===== config.mk =====
export PLATFORM = sky130hd
export DESIGN_NAME = round_ctrl
export DESIGN_NICKNAME = d
export VERILOG_FILES = /design/src/rtl/round_ctrl.sv
export SDC_FILE = /design/constraint.sdc
export NUM_CORES = 1
export LEC_CHECK = 0
export ABC_AREA = 1
export BUFFER_PORTS_ARGS = -buffer_cell sky130_fd_sc_hd__buf_4
export CAP_MARGIN = 30
export CORE_ASPECT_RATIO = 0.7
export CORE_MARGIN = 2
export CORE_UTILIZATION = 45
export CTS_CLUSTER_DIAMETER = 60
export CTS_CLUSTER_SIZE = 14
export DETAILED_ROUTE_END_ITERATION = 16
export GPL_ROUTABILITY_DRIVEN = 1
export GPL_TIMING_DRIVEN = 0
export PLACE_DENSITY = 0.7
export REMOVE_ABC_BUFFERS = 1
export SLEW_MARGIN = 25
export SYNTH_ARGS = -nofsm -noshare
export SYNTH_HDL_FRONTEND = slang
export SYNTH_SLANG_ARGS = --single-unit

===== constraint.sdc =====
create_clock -name clk -period 3.15 [get_ports clk]
set_clock_uncertainty 0.15 [all_clocks]
set_input_delay 0.315 -clock clk [delete_from_list [all_inputs] [get_ports clk]]
set_output_delay 0.315 -clock clk [all_outputs]
set_load 0.02 [all_outputs]

===== src/rtl/round_ctrl.sv =====
// round_ctrl: game-round engine (switch sync, LFSR target draw, countdown, scoring)
// SCORE_SATURATE_EN: score sticks at 15 instead of wrapping to 0
module round_ctrl #(
    parameter int          TICK_DIV  = 100_000_000,
    parameter logic [7:0]  LFSR_SEED = 8'hA5
) (
    input  logic       clk,
    input  logic       rst,
    input  logic       start,
    input  logic [1:0] mod,
    input  logic [7:0] sw,
    output logic [7:0] target,
    output logic [4:0] time_left,
    output logic [3:0] score,
    output logic       match_pulse,
    output logic       busy,
    output logic       game_over
);
    localparam int CW = TICK_DIV > 1 ? $clog2(TICK_DIV) : 1;
    typedef enum logic [1:0] {IDLE, LOAD, PLAY, OVER} state_t;
    state_t state, state_nx;
    logic [1:0]    start_sy;
    logic          start_prev;
    logic [7:0]    sw_s1, sw_sync;
    logic [7:0]    lfsr;
    logic [1:0]    mod_l;
    logic [CW-1:0] cnt;
    logic          start_sync, start_rise, match, tick;
    logic [7:0]    draw;
    logic [3:0]    score_inc;
    function automatic logic [4:0] preload(input logic [1:0] m);
        return m == 2'd0 ? 5'd14 : m == 2'd1 ? 5'd10 : m == 2'd2 ? 5'd8 : 5'd6;
    endfunction
    assign start_sync = start_sy[1];
    assign start_rise = start_sync & ~start_prev;
    assign match      = state == PLAY && sw_sync == target;
    assign tick       = cnt == CW'(TICK_DIV - 1);
    assign draw       = lfsr == sw_sync ? ~lfsr : lfsr;
`ifdef SCORE_SATURATE_EN
    assign score_inc  = score == 4'hF ? score : score + 4'd1;
`else
    assign score_inc  = score + 4'd1;
`endif
    assign busy       = state == LOAD || state == PLAY;
    assign game_over  = state == OVER;
    always_ff @(posedge clk or posedge rst)
        if (rst) state <= IDLE;
        else     state <= state_nx;
    // abort on start low outranks both match and expiry
    always_comb begin
        state_nx = state;
        case (state)
            IDLE:    state_nx = start_rise ? LOAD : IDLE;
            LOAD:    state_nx = PLAY;
            PLAY:    state_nx = !start_sync ? IDLE :
                                (!match && tick && time_left == 5'd1) ? OVER : PLAY;
            OVER:    state_nx = start_sync ? OVER : IDLE;
            default: state_nx = IDLE;
        endcase
    end
    always_ff @(posedge clk or posedge rst) begin
        if (rst) begin
            start_sy    <= '0;
            start_prev  <= 1'b0;
            sw_s1       <= '0;
            sw_sync     <= '0;
            lfsr        <= LFSR_SEED;
            mod_l       <= '0;
            cnt         <= '0;
            target      <= '0;
            time_left   <= '0;
            score       <= '0;
            match_pulse <= 1'b0;
        end else begin
            start_sy    <= {start_sy[0], start};
            start_prev  <= start_sync;
            sw_s1       <= sw;
            sw_sync     <= sw_s1;
            lfsr        <= {lfsr[6:0], lfsr[7] ^ lfsr[5] ^ lfsr[4] ^ lfsr[3]};
            match_pulse <= 1'b0;
            case (state)
                IDLE: begin
                    time_left <= preload(mod);
                    score     <= '0;
                    target    <= '0;
                end
                LOAD: begin
                    mod_l     <= mod;
                    score     <= '0;
                    target    <= draw;
                    time_left <= preload(mod);
                    cnt       <= '0;
                end
                PLAY: begin
                    if (!start_sync)
                        score <= '0;
                    else if (match) begin
                        score       <= score_inc;
                        match_pulse <= 1'b1;
                        target      <= draw;
                        time_left   <= preload(mod_l);
                        cnt         <= '0;
                    end else begin
                        cnt <= tick ? '0 : cnt + 1'b1;
                        if (tick) time_left <= time_left - 5'd1;
                    end
                end
                default: ;
            endcase
        end
    end
endmodule

==> results.md, run 1 <==
- Reg2reg start: state[0]
- Post-cts sizing count: 0
- FP Rows: 29
- GRT Overall Usage: 19.3%
- Final setup fails: 0
- RSZ-0062 raised after global routing: no
- Fin. Hold Viols: 0
- Required @ worst endpoint: 3.23 ns
- ANT nets after route: 0
- Outcome: finished, final reports clean
- Final estimated routing congestion in global placement: 0.902
- Synthesized instance count: 533
- Die Y-Extent: 84.1 um
- Commonest cells after routing, fill and taps aside: nand2_1, dfrtp_1, inv_1
- Vias per cell: 5.03
- R2r endpoint: cnt[18]
- CTS root buf: clkbuf_16
- Crit path max fanout: 16
- CP endpoint: cnt[18]
- Peak Freq: 400 MHz
- Worst Setup SP: state[0]
- Power density cells: 642 mW/mm^2
- Synth Flop Type: dfrtp_1
- Wirelength per Cell: 12.6 um
- Worst R2R Path Depth: 11
- Final Power: 3.18 mW
- Sequential cell area: 0.00191 sq mm
- Area of the multi-input gates: 0.00192 sq mm
- Syn Area/Cell: 7.74 sq um
- Commonest non-fill, non-tap cell in the layout: nand2_1
- Slew margin rel.: 55.7%
- Worst slew pin tran: 0.665 ns
- Flip-flop and latch count after synthesis: 76
- Placed insts: 685
- Clock latency on the worst-skew pair: 0.33 ns
- Layout cell share with drive strength beyond 1: 13.8%
- Hold_sp: mod[0]
- Initial antenna violation count: 0
- Nets: 608
- VDD IR max: 0.328 mV
- Leakage: 2.39 nW
- Initial Util: 45.8%
- Drt first-iter violations: 237
- EDFF count, synth: 0
- Dpl hpwl: 6500 um
- Async S/R FF share, synth: 100%
- Inserted Clock Buffers: 9
- Max_cap viols: 0
- Critical Path AT: 2.58 ns
- Global-route wire length before repair: 15400 um
- Die X: 118 um
- Worst hold-check path type: in -> reg
- H-Tree Depth: 3
- Final count of pins violating max slew: 0
- Syn. warnings: 0
- CTS tree: done
- Tmin final: 2.50 ns
- Core ar.: 0.00900 sq mm
- Synth Cell Area: 0.00412 sq mm
- Setup crit start kind: flip-flop
- Clock slew at reported path FFs: 0.06 ns
- ANT cells: 0
- Fin crit share: 79.4%
- Synth-to-layout area growth: 20.0%
- Via count: 3577
- Vias in the first global route: 3343
- CTS max path bufs: 2
- Final WL: 8940 um
- Kind of end point of the critical path: flip-flop
- Post-Layout Cell Count: 711
- Total die area: 0.00996 sq mm
- Grt total ovfl: 0
- Pin count of the biggest net entering global routing: 55
- Residual DRC count: 0
- Drt pass-1 iters: 5
- Type of the worst setup path: reg -> reg
- Seq/Total Area, Yosys: 46.2%
- Worst reg-to-reg setup slack: 0.65 ns
- Port Buffers: 32
- Fill cells: 839
- Unique cell type count in the Yosys netlist: 32
- Clock sink count: 76
- IO Count: 33
area by class of cell:
class                   instances  share of cell area (%)
inverters                      71                    5.44
multi-input cells             381                    38.8
clock buffers                  12                    5.18
well taps                     124                    3.14
flip-flops and latches         76                    38.5
repair buffers                 43                    7.43
clock inverters                 4                    1.47
worst max-delay path: stages (launching register included):
cell and delay [ns]:
dfrtp_1 0.42, inv_1 0.12, ha_1 0.53, nand2_2 0.21, nand2_4 0.24, inv_2 0.15
nor3_2 0.25, nand3_1 0.10, nand2_1 0.07, nand2_1 0.06, nand2_1 0.05, inv_1 0.04
flip-flops by register name (all words and copies together) (netlist names):
name	cells
score	4
target	8
mod_l	2
time_left	5
sw_sync	8
start_sy	2
state	2
cnt	27
match_pulse	1
lfsr	8
sw_s1	8
start_prev	1
repair_timing:
action	4_1_cts	5_1_grt
hold buffers	10	0
buffers inserted	0	0
hold endpoints to repair	30	0
synth_stat cells, types with 4 or more instances:
cell type    n  share of area [%]
dfstp_2      4                2.5
nand4_1     20                3.0
inv_1       66                6.0
ha_1        13                3.9
nand2_1    164                 15
dfrtp_1     72                 44
nand3b_1     4               0.73
nor2_1      57                5.2
xor2_1      15                3.2
nor2_2       7                1.1
xnor2_1      6                1.3
o21ai_0     18                2.2
nand3_1     44                5.3
nor3_1       9                1.1
inv_2        5               0.46
report_power, final:
part | switching [mW] | internal [mW]
Combinational | 0.599 | 0.292
Clock | 0.389 | 0.736
Sequential | 0.0935 | 1.07
layer usage:
layer | routed length [um] | GRT usage [%] | vias to the layer above
met5 | 0 | 0 | -
met4 | 83 | 5.09 | 0
met3 | 464 | 5.26 | 7
met2 | 3760 | 28.8 | 106
met1 | 4630 | 27.7 | 1684
li1 | - | - | 1780
stage by stage:
stage | TNS, ns | hold slack, ns | setup slack [ns] | cell area, sq um | util (%)
final | 0 | 0.0636 | 0.649 | 4950 | 55.0
after global routing | 0 | 0.0883 | 0.376 | 4950 | 55.0
after CTS | 0 | 0.0559 | 0.680 | 4950 | 55.0
after detailed placement | 0 | 0.155 | 0.695 | 4520 | 50.2
after global placement | -13.10 | 0.182 | -0.188 | 4490 | 49.9
after floorplan | 0 | 0.181 | 0.753 | 4090 | -
how the worst min path moves through the flow:
| stage | to | cells after the start |
|---|---|---|
| 2_1_floorplan | start_sy[1] | 0 |
| 3_3_place_gp | sw_sync[4] | 0 |
| 3_5_place_dp | sw_s1[2] | 2 |
| 4_1_cts | mod_l[0] | 3 |
| 5_1_grt | mod_l[1] | 2 |
| 6_report | mod_l[0] | 3 |
cell families (layout without fill, tap and decap cells):
group | count (synthesis) | after routing | share of synthesized area (%)
compound gates | 26 | 26 | 3.37
xor+xnor | 21 | 21 | 4.46
fa+ha+maj | 13 | 13 | 3.94
buf+inv | 76 | 130 | 7.19
flops | 76 | 76 | 46.2
mux | 1 | 1 | 0.273
simple gates | 320 | 320 | 34.5
Note: power is estimated with default switching activity, not from simulation.
==> inputs of run 2 (changes only) <==
--- a/config.mk
+++ b/config.mk
@@ -5,7 +5,7 @@
 export SDC_FILE = /design/constraint.sdc
 export NUM_CORES = 1
 export LEC_CHECK = 0
-export ABC_AREA = 1
+export ABC_AREA = 0
 export BUFFER_PORTS_ARGS = -buffer_cell sky130_fd_sc_hd__buf_4
 export CAP_MARGIN = 30
 export CORE_ASPECT_RATIO = 0.7
@@ -16,7 +16,7 @@
 export DETAILED_ROUTE_END_ITERATION = 16
 export GPL_ROUTABILITY_DRIVEN = 1
 export GPL_TIMING_DRIVEN = 0
-export PLACE_DENSITY = 0.7
+export PLACE_DENSITY = 0.72
 export REMOVE_ABC_BUFFERS = 1
 export SLEW_MARGIN = 25
 export SYNTH_ARGS = -nofsm -noshare
==> constraint.sdc (replaced) <==
create_clock -name clk -period 2.2 [get_ports clk]
set_clock_uncertainty 0.15 [all_clocks]
set_input_delay 0.22 -clock clk [delete_from_list [all_inputs] [get_ports clk]]
set_output_delay 0.22 -clock clk [all_outputs]
set_load 0.02 [all_outputs]
==> results.md, run 2 <==
- Outcome: finished, violations left
- Failing checks: negative setup slack
- Synth Cell Area: 0.00377 sq mm
- Type of the worst setup path: reg -> reg
- Setup crit start kind: flip-flop
- Peak Freq: 444 MHz
- Commonest cells after routing, fill and taps aside: dfrtp_1, buf_4, nor2_1
- ANT cells: 0
- Core ar.: 0.00801 sq mm
- Hold depth: 0
- EDFF count, synth: 0
- Clock slew at reported path FFs: 0.06 ns
- Count leader, synth: dfrtp_1
- Worst hold-check path type: reg -> reg
- Top cells by count, synth: dfrtp_1, nor2_1, xnor2_1
- Vias per cell: 5.67
- Fin. Hold Viols: 0
- Clock latency on the worst-skew pair: 0.34 ns
- ANT nets after route: 0
- Synthesized instance count: 361
- Pin count of the biggest net entering global routing: 48
- Syn Area/Cell: 10.5 sq um
- Grt total ovfl: 0
- Global-route wire length before repair: 14500 um
- Slew margin rel.: 66.7%
- Synth top area cells: dfrtp_1, xnor2_1, ha_1
- Clock sink count: 76
- Tmin final: 2.25 ns
- Die Y-Extent: 80.6 um
- Synth-to-layout area growth: 34.5%
- Die X: 113 um
- Area of the multi-input gates: 0.00195 sq mm
- Kind of end point of the critical path: flip-flop
- Top cell type's share of synthesized area: 47.7%
- Initial Util: 47.1%
- Final estimated routing congestion in global placement: 0.850
- Dpl hpwl: 5690 um
- Inserted Clock Buffers: 9
- Vias in the first global route: 2888
- Reg2reg start: cnt[14]
- Synth Flop Type: dfrtp_1
- Via count: 3075
- Drt first-iter violations: 201
- Fin crit share: 102%
- Crit path max fanout: 5
- Area post-placement: 0.00412 sq mm
- Biggest register: cnt
- CTS max path bufs: 2
- Drt pass-1 iters: 4
- Worst slew pin tran: 0.489 ns
- Sequential cell area: 0.00192 sq mm
- Max_cap viols: 0
- Wirelength per Cell: 17.0 um
- Delay of the slowest critical-path stage: 0.49 ns
- H-Tree Depth: 3
- Seq/Total Area, Yosys: 50.5%
- Flip-flop and latch count after synthesis: 76
- CTS tree: done
- Layout Cell Area excl Fill: 0.00508 sq mm
- Async S/R FF share, synth: 100%
- Max reg flops: 27
- Final setup fails: 1
- Port Buffers: 32
- CP Cell Sequence: and4_4, nand4_1, or4_4, or4_4, mux2i_1
- Leakage: 2.19 nW
- Layout cell share with drive strength beyond 1: 30.4%
- Worst reg-to-reg setup slack: -0.05 ns
- Final count of pins violating max slew: 0
- Critical path's slowest cell: or4_4
- Final Power: 4.88 mW
- Max layer used: met4
- R2r endpoint: cnt[22]
- CTS root buf: clkbuf_16
- CP most frequent cell: or4_4
- Top cell family by delay on the critical path: simple AND/OR/NAND/NOR gates
- Worst Hold End: sw_sync[2]
- Final WL: 9200 um
- RSZ-0062 raised after global routing: yes
- Syn. warnings: 0
- Buf+Inv Stages, Crit Path: 0
- Initial antenna violation count: 0
- Nets: 462
- Worst R2R Path Depth: 5
- Metal-1 WL: 4300 um
- Commonest non-fill, non-tap cell in the layout: dfrtp_1
- Power density cells: 962 mW/mm^2
- Total die area: 0.00915 sq mm
- Critical Path AT: 2.35 ns
- GRT Overall Usage: 20.7%
- IO Count: 33
- FP Rows: 27
- Fill cells: 598
- Met2 routed wirelength: 4340 um
- Hold_sp: sw_s1[2]
- Cell taking the most area after synthesis: dfrtp_1
- Residual DRC count: 0
- Wire length on met3: 416 um
- Final setup margin: -0.0530 ns
- VDD IR max: 0.504 mV
- Required @ worst endpoint: 2.30 ns
- Unique cell type count in the Yosys netlist: 50
## run 2: cells by family after synthesis
logic type / Yosys count / synth area share [%]
multiplexers: 13 / 3.78
adder cells (fa/ha/maj): 13 / 4.31
buffers and inverters: 34 / 3.65
AO/OA/AOI/OAI: 56 / 9.41
XOR/XNOR: 38 / 8.82
AND/OR/NAND/NOR: 131 / 19.5
flip-flops: 76 / 50.5
## run 2: how the worst max path moves through the flow
stage                     startpoint  depth (start not counted)  slack (ns)   endpoint
after detailed placement   target[6]                          5       -0.76  target[6]
after global routing         cnt[13]                          5       -0.12    cnt[22]
after floorplan            target[5]                          5       -0.36    cnt[10]
final                        cnt[14]                          5       -0.05    cnt[22]
after global placement     target[7]                          5       -1.14     cnt[3]
after CTS                     cnt[8]                          5       0.003    cnt[21]
## run 2: layout make-up
cell class	count	area share, %
tap	101	2.49
sequential	76	37.7
clock buffer	10	4.51
multi-input combinational	251	38.4
clock inverter	6	2.22
inverter	19	1.45
timing repair buffer	79	13.2
## run 2: worst register-to-register path: stages, from the launching register on
cell and delay [ns]:
dfrtp_1 0.43, and4_4 0.27, nand4_1 0.24, or4_4 0.49, or4_4 0.42, mux2i_1 0.17
## run 2: report_power, final
group          total, mW  internal, mW  switching (mW)
Clock               1.69          1.11           0.577
Combinational       1.56         0.691           0.868
Sequential          1.64          1.50           0.134
## run 2: per-stage QoR
step	setup WS (ns)	cells	utilization [%]	hold WS, ns	setup TNS [ns]
after floorplan	-0.362	346	-	0.101	-15.63
after global placement	-1.14	479	50.9	0.179	-106.44
after detailed placement	-0.762	481	51.5	0.0984	-18.30
after CTS	0.00308	518	59.7	0.200	0
after global routing	-0.120	542	63.4	0.207	-0.852
final	-0.0530	542	63.4	0.197	-0.0530
## run 2: layer usage
metal | up-vias | GRT usage, %
li1 | 1456 | -
met1 | 1517 | 28.7
met2 | 88 | 30.5
met3 | 14 | 6.19
met4 | 0 | 7.56
met5 | - | 0
## run 2: timing repair
item                                   in CTS  in global routing
resized for setup                          26                 25
hold buffers                               12                  0
pin swaps                                   5                  5
buffers inserted                            9                 24
setup endpoints to repair                  45                 24
endpoints found under the hold margin      40                  0
==> inputs of run 3 (changes only) <==
--- a/config.mk
+++ b/config.mk
@@ -16,8 +16,9 @@
 export DETAILED_ROUTE_END_ITERATION = 16
 export GPL_ROUTABILITY_DRIVEN = 1
 export GPL_TIMING_DRIVEN = 0
-export PLACE_DENSITY = 0.72
+export PLACE_DENSITY = 0.65
 export REMOVE_ABC_BUFFERS = 1
+export SETUP_SLACK_MARGIN = 0.1
 export SLEW_MARGIN = 25
 export SYNTH_ARGS = -nofsm -noshare
 export SYNTH_HDL_FRONTEND = slang
==> results.md, run 3 (synthesized netlist as in run 2, its figures left out) <==
- Outcome: finished, violations left
- Failing checks: negative setup slack
- CTS root buf: clkbuf_16
- Worst hold-check path type: reg -> reg
- GRT Overall Usage: 22.0%
- H-Tree Depth: 3
- Drt pass-1 iters: 4
- Peak Freq: 453 MHz
- Leakage: 2.30 nW
- Setup crit start kind: flip-flop
- Clock latency on the worst-skew pair: 0.34 ns
- Commonest non-fill, non-tap cell in the layout: buf_4
- Vias per cell: 5.60
- Vias in the first global route: 3108
- R2r endpoint: target[1]
- Total die area: 0.00915 sq mm
- Type of the worst setup path: reg -> reg
- Layout cell share with drive strength beyond 1: 33.8%
- CP Cell Sequence: xor2_2, nor4_4, buf_4, a21boi_4, nor3b_4, buf_6, mux2_1
- Required @ worst endpoint: 2.27 ns
- Fin. Hold Viols: 0
- Nets: 471
- Initial antenna violation count: 0
- CTS max path bufs: 2
- Max reg flops: 27
- Final WL: 9230 um
- Final estimated routing congestion in global placement: 0.840
- CP endpoint: target[1]
- Biggest register: cnt
- Initial Util: 47.1%
- Power density cells: 948 mW/mm^2
- Die X: 113 um
- Delay of the slowest critical-path stage: 0.41 ns
- Top cell family by delay on the critical path: simple AND/OR/NAND/NOR gates
- Inserted Clock Buffers: 9
- Commonest cells after routing, fill and taps aside: buf_4, dfrtp_1, nor2_1
- Slew margin rel.: 68.1%
- Tmin final: 2.21 ns
- Clock sink count: 76
- Reg2reg start: sw_sync[5]
- Via count: 3085
- Wirelength per Cell: 16.7 um
- Final count of pins violating max slew: 0
- Worst Setup SP: sw_sync[5]
- Global-route wire length before repair: 15400 um
- FP Rows: 27
- Crit path max fanout: 4
- Fin crit share: 100%
- Clock slew at reported path FFs: 0.06 ns
- ANT cells: 0
- Synth-to-layout area growth: 38.8%
- Dpl hpwl: 5470 um
- Utilization after layout: 65.4%
- ANT nets after route: 0
- Worst reg-to-reg setup slack: -0.008 ns
- RSZ-0062 raised after global routing: yes
- CTS tree: done
- Final setup fails: 3
- Port Buffers: 32
- Worst R2R Path Depth: 7
- Core ar.: 0.00801 sq mm
- Critical Path AT: 2.28 ns
- Fill cells: 585
- Levels on crit path: 7
- VDD IR max: 0.493 mV
- Critical path's slowest cell: dfrtp_1
- Dpl ws: -0.673 ns
- Pin count of the biggest net entering global routing: 50
- Worst slew pin tran: 0.478 ns
- Grt total ovfl: 0
- Buf+Inv Stages, Crit Path: 2
- Max_cap viols: 0
- Residual DRC count: 0
- Kind of end point of the critical path: flip-flop
- IO Count: 33
- Final setup margin: -0.00829 ns
- Die Y-Extent: 80.6 um
- Drt first-iter violations: 198
## run 3: changes by cell type in the layout (fill, tap and decap cells not counted), moves of 2 or more
cell	previous run	this run
buf_4	63	70
mux2_1	0	5
mux2_4	8	3
nor3_1	8	5
xor2_1	16	13
xor2_2	1	4
buf_6	1	3
nor3_2	1	3
nor4_4	2	4
or4_1	3	5
or4_4	4	2
## run 3: how the worst min path moves through the flow
| stage | start | slack (ns) | endpoint | depth (start not counted) |
|---|---|---|---|---|
| after floorplan | start | 0.10 | start_sy[0] | 0 |
| after global placement | sw[5] | 0.18 | sw_s1[5] | 1 |
| after detailed placement | rst | 0.09 | sw_s1[2] | 2 |
| after CTS | start_sy[0] | 0.20 | start_sy[1] | 0 |
| after global routing | sw_s1[4] | 0.20 | sw_sync[4] | 0 |
| final | start_sy[0] | 0.20 | start_sy[1] | 0 |
## run 3: report_power, final
| part | internal, mW | switching [mW] | leakage (nW) |
|---|---|---|---|
| combinational | 0.738 | 0.873 | 1.15 |
| clock | 1.14 | 0.574 | 0.169 |
| sequential | 1.51 | 0.134 | 0.977 |
## run 3: worst reg2reg max path: stages (launching register included)
cell and delay [ns]:
dfrtp_1 0.41, xor2_2 0.21, nor4_4 0.32, buf_4 0.20
a21boi_4 0.08, nor3b_4 0.25, buf_6 0.16, mux2_1 0.33
## run 3: metrics by stage
| step | hold slack, ns | TNS [ns] | std cells | total power, mW | cell area [sq um] |
|---|---|---|---|---|---|
| 6_report | 0.196 | -0.0190 | 551 | 4.97 | 5240 |
| 3_5_place_dp | 0.0897 | -17.37 | 481 | 2.77 | 4120 |
| 5_1_grt | 0.204 | -0.567 | 551 | 5.21 | 5240 |
| 4_1_cts | 0.198 | 0 | 542 | 4.79 | 5030 |
| 3_3_place_gp | 0.180 | -106.62 | 479 | 2.70 | 4080 |
| 2_1_floorplan | 0.101 | -15.63 | 346 | 2.39 | 3710 |
## run 3: what timing repair did
action / 4_1_cts / 5_1_grt
endpoints found under the hold margin: 38 / 0
setup endpoints to repair: 46 / 39
buffers inserted: 33 / 9
hold buffers: 12 / 0
resized for setup: 41 / 24
pin swaps: 10 / 11
## run 3: final cells by class
| class | instances | area, sq um | area share, % |
|---|---|---|---|
| Clock inverter | 6 | 111 | 2.13 |
| Sequential cell | 76 | 1920 | 36.6 |
| Multi-Input combinational cell | 251 | 2040 | 39.0 |
| Inverter | 19 | 73.8 | 1.41 |
| Clock buffer | 10 | 239 | 4.56 |
| Timing Repair Buffer | 88 | 732 | 14.0 |
| Tap cell | 101 | 126 | 2.41 |
## run 3: layer usage
metal	up-vias	share of wire, %	GRT usage, %
li1	1460	-	-
met1	1514	48	30.6
met2	98	45	32.8
met3	13	5.2	5.66
met4	0	1.8	8.90
met5	-	0	0
